===== src/rtl/piso_tx.sv =====
// Parallel-in/serial-out transmitter with valid/ready load and frame markers.
// Back-to-back words reload on the last bit for gapless streaming.
module piso_tx #(
    parameter int WIDTH     = 4,
    parameter bit MSB_FIRST = 1'b1
) (
    input  logic             clk,
    input  logic             rst,
    input  logic             load_valid,
    input  logic [WIDTH-1:0] parallel_in,
    input  logic             flush,
    output logic             load_ready,
    output logic             serial_out,
    output logic             serial_valid,
    output logic             frame_start,
    output logic             done
);

    localparam int CW = $clog2(WIDTH);

    typedef enum logic {
        IDLE,
        SHIFT
    } state_t;

    state_t           state_q, state_d;
    logic [WIDTH-1:0] shreg_q, shreg_d;
    logic [CW-1:0]    cnt_q, cnt_d;
    logic             first_q, first_d;

    logic in_shift;
    logic last;
    logic accept;

    assign in_shift = (state_q == SHIFT);
    assign last     = in_shift && (cnt_q == '0);

    // flush must block a reload on the last bit, hence the input term
    assign load_ready = !in_shift || (last && !flush);
    assign accept     = load_valid && load_ready;

    assign serial_valid = in_shift;
    assign serial_out   = in_shift &&
                          (MSB_FIRST ? shreg_q[WIDTH-1] : shreg_q[0]);
    assign frame_start  = in_shift && first_q;
    assign done         = last;

    always_comb begin
        state_d = state_q;
        shreg_d = shreg_q;
        cnt_d   = cnt_q;
        first_d = first_q;
        if (in_shift && flush) begin
            state_d = IDLE;
            shreg_d = '0;
            cnt_d   = '0;
            first_d = 1'b0;
        end else if (accept) begin
            state_d = SHIFT;
            shreg_d = parallel_in;
            cnt_d   = CW'(WIDTH - 1);
            first_d = 1'b1;
        end else if (in_shift) begin
            if (MSB_FIRST) begin
                shreg_d = {shreg_q[WIDTH-2:0], 1'b0};
            end else begin
                shreg_d = {1'b0, shreg_q[WIDTH-1:1]};
            end
            first_d = 1'b0;
            if (last) begin
                state_d = IDLE;
            end else begin
                cnt_d = cnt_q - CW'(1);
            end
        end
    end

    always_ff @(posedge clk or negedge rst) begin
        if (!rst) begin
            state_q <= IDLE;
            shreg_q <= '0;
            cnt_q   <= '0;
            first_q <= 1'b0;
        end else begin
            state_q <= state_d;
            shreg_q <= shreg_d;
            cnt_q   <= cnt_d;
            first_q <= first_d;
        end
    end

endmodule


===== config.mk =====
export PLATFORM = sky130hd
export DESIGN_NAME = piso_tx
export DESIGN_NICKNAME = d
export VERILOG_FILES = /design/src/rtl/piso_tx.sv
export SDC_FILE = /design/constraint.sdc
export NUM_CORES = 1
export LEC_CHECK = 0
export ABC_AREA = 1
export BUFFER_PORTS_ARGS = -buffer_cell sky130_fd_sc_hd__buf_4
export CAP_MARGIN = 20
export CORE_AREA = 4 4 41 43
export DETAILED_ROUTE_END_ITERATION = 16
export DIE_AREA = 0 0 45 47
export GPL_TIMING_DRIVEN = 0
export PLACE_DENSITY = 0.68
export REMOVE_ABC_BUFFERS = 1
export SLEW_MARGIN = 20
export SYNTH_ARGS = -nofsm -noshare
export SYNTH_HDL_FRONTEND = slang
export SYNTH_SLANG_ARGS = --single-unit

===== constraint.sdc =====
create_clock -name clk -period 2.7 [get_ports clk]
set_clock_uncertainty 0.05 [all_clocks]
set_input_delay 0.675 -clock clk [delete_from_list [all_inputs] [get_ports clk]]
set_output_delay 0.675 -clock clk [all_outputs]
set_load 0.02 [all_outputs]

==> key figures <==
Synthesis
  – Largest cells by area after synthesis: dfrtp_1 (45%), nand2_1 (16%), inv_1 (13%)
  – Post-synthesis sequential area ratio: 0.447
  – Total number of yosys warnings: 0
  – Flip-flop and latch count after synthesis: 8
  – Portion of synthesized cell area occupied by the leading cell type: 0.447
  – Post-synth design cell area: 448 um2
  – Cell accounting for the most synthesized area: dfrtp_1
  – Mean area per synthesized cell: 7.11 um2
  – Post-synth cell types: 13
  – Instance count of the mapped netlist: 63

Pwr
  – Leak pwr: 0.362 nW
  – Largest vdd supply drop: 0.402 mV
  – Pwr dens: 991 nW/um2

Placed design
  – Final GP Congestion: 0.790
  – HPWL reported at the end of detailed placement: 648 um
  – Total of buffers placed on input and output ports: 12

Global route
  – Initial antenna violation count: 0
  – Overall routing resource usage: 0.104
  – Global-route wire length before repair: 1.52 mm
  – Via count of the first global-routing pass: 358
  – Pin count of the biggest net entering global routing: 9
  – Total congestion overflow after global routing: 0

Die
  – Area of the die: 2120 um2
  – # rows: 13
  – Initial Utilization: 0.344
  – Chip Width: 45 um
  – Core area: 1300 um2
  – Die extent in y: 47 um
  – Ports: 13

Flow run
  – Max-cap violations: 0

Drt
  – DRT iter0 DRCs: 7
  – DR vias/cell: 4.41
  – Post-DRT Antenna Nets: 0
  – Mean routed wirelength per cell: 9.44 um
  – Post-route DRC violation count: 0
  – First-pass DRT Iterations: 4
  – Via count: 410
  – Total routed wirelength: 878 um

Clock network
  – H-tree depth reported by CTS: 1
  – Clock slew seen by the registers of the worst setup and hold paths: 0.06 ns
  – Number of clock sinks: 8
  – Skew-Pair Late Insertion Delay: 0.25 ns
  – Total of cells resized after clock tree synthesis: 0
  – Buffers from clock root to sink, at most: 2
  – Post-CTS Hold Buffers: 0
  – CTS root buffer: clkbuf_4
  – Clock tree from TritonCTS: done
  – Num CTS Buffers: 3
  – Post-CTS Repair Setup Buffers: 0

Setup path
  – Maximum fanout count along the critical path: 7
  – Worst path most repeated cell: buf_4
  – Endpoint class of the critical path: output port
  – Worst path max stage delay: 0.14 ns
  – Type of the setup path with the least slack: in -> out
  – Required time at the endpoint of the critical path: 1.98 ns
  – Startpoint Class: primary input
  – Cell Chain, Critical Path: buf_4, nand2_2, inv_2, nor2_1, buf_4
  – Master of the slowest instance on the critical path: buf_4
  – Arr. time, crit path: 1.24 ns
  – Flop-to-flop setup slack: 1.42 ns

Cells and area
  – Most common cell after layout, fill and taps aside: nand2_1
  – Commonest non-fill, non-tap cells in the layout: nand2_1 (19), inv_1 (15), buf_4 (12)
  – Diodes inserted: 0
  – Relative area change from synthesis to final layout: 29.3%
  – Post-layout utilization of the core: 0.445
  – Share of final-layout standard cells stronger than drive strength 1: 0.282
  – Final-stage net count: 89

Status
  – Outcome: complete, no violations

Timing
  – Setup violators final: 0
  – Sum Neg Setup Slack: 0 ns
  – RSZ-0062 raised after global routing: false
  – Remaining max-slew budget at the tightest pin: 0.726
  – Maximum clock frequency: 509 MHz
  – Final Hold Fails: 0
  – Ratio of final minimum period to clock period: 0.727
  – Minimum clock period: 1.96 ns
  – Total count of max-transition violations in the final report: 0
  – Slew at the pin closest to its max-slew limit: 0.410 ns

Min path
  – Kind of path behind the tightest hold check: in -> async
[path summary, 6_finish.rpt]
| path | start | endpoint | depth (start not counted) |
|---|---|---|---|
| setup / recovery | flush | load_ready | 5 |
| hold / removal | rst | shreg_q[2] | 1 |
| setup reg to reg | serial_valid | shreg_q[2] | 4 |
| hold reg to reg | shreg_q[3] | shreg_q[3] | 2 |
| max in group asynchronous | rst | shreg_q[3] | 1 |
| min in group clk | shreg_q[3] | shreg_q[3] | 2 |
[where the power goes]
part / total [mW] / switching, mW / leakage (nW) / internal [mW]
clock network: 0.0913 / 0.0405 / 0.0138 / 0.0509
logic: 0.278 / 0.169 / 0.248 / 0.109
registers: 0.205 / 0.0332 / 0.0999 / 0.172
total: 0.574 / 0.243 / 0.362 / 0.331
[kinds of logic after synthesis]
| family | count (synthesis) | synth area share |
|---|---|---|
| adders and majority gates | 1 | 0.0279 |
| DFF | 8 | 0.447 |
| and+or+nand+nor | 34 | 0.349 |
| buffers and inverters | 17 | 0.142 |
| AOI/OAI and AO/OA | 3 | 0.0335 |
[cells in the mapped netlist, drive strengths merged]
library cell / count
nand2: 21
inv: 17
dfrtp: 8
nand3: 5
nor2: 5
nand4: 3
o21ai: 2
a21oi: 1
ha: 1
[area by class of cell]
class	instances	area (um2)
fill	143	722
sequential	8	200
multi-input combinational	38	184
timing repair buffer	12	90.1
inverter	17	63.8
clock buffer	3	22.5
tap	15	18.8
[routing by layer]
metal,vias to the layer above,share of wire,track usage
li1,219,-,-
met1,179,0.44,0.126
met2,10,0.50,0.164
met3,2,0.050,0.0230
met4,0,0.010,0.0702
met5,-,0,0
[state kept, by name, indices dropped and copies added (netlist names)]
register      flops
cnt_q             2
first_q           1
serial_valid      1
shreg_q           4
[worst max-delay path, delay by kind of cell]
family	cells	cell delay [ns]
simple gates	2	0.23
buf+inv	3	0.33
[per-stage QoR]
step	hold slack (ns)	worst slack [ns]	std cells	total power, mW	cell area (um2)
2_1_floorplan	0.329	0.826	63	0.398	448
4_1_cts	0.172	0.719	93	0.584	579
3_5_place_dp	0.416	0.734	90	0.487	557
6_report	0.176	0.737	93	0.574	579
3_3_place_gp	0.413	0.738	90	0.483	557
5_1_grt	0.174	0.667	93	0.637	579
(Power assumes the default switching activity.)
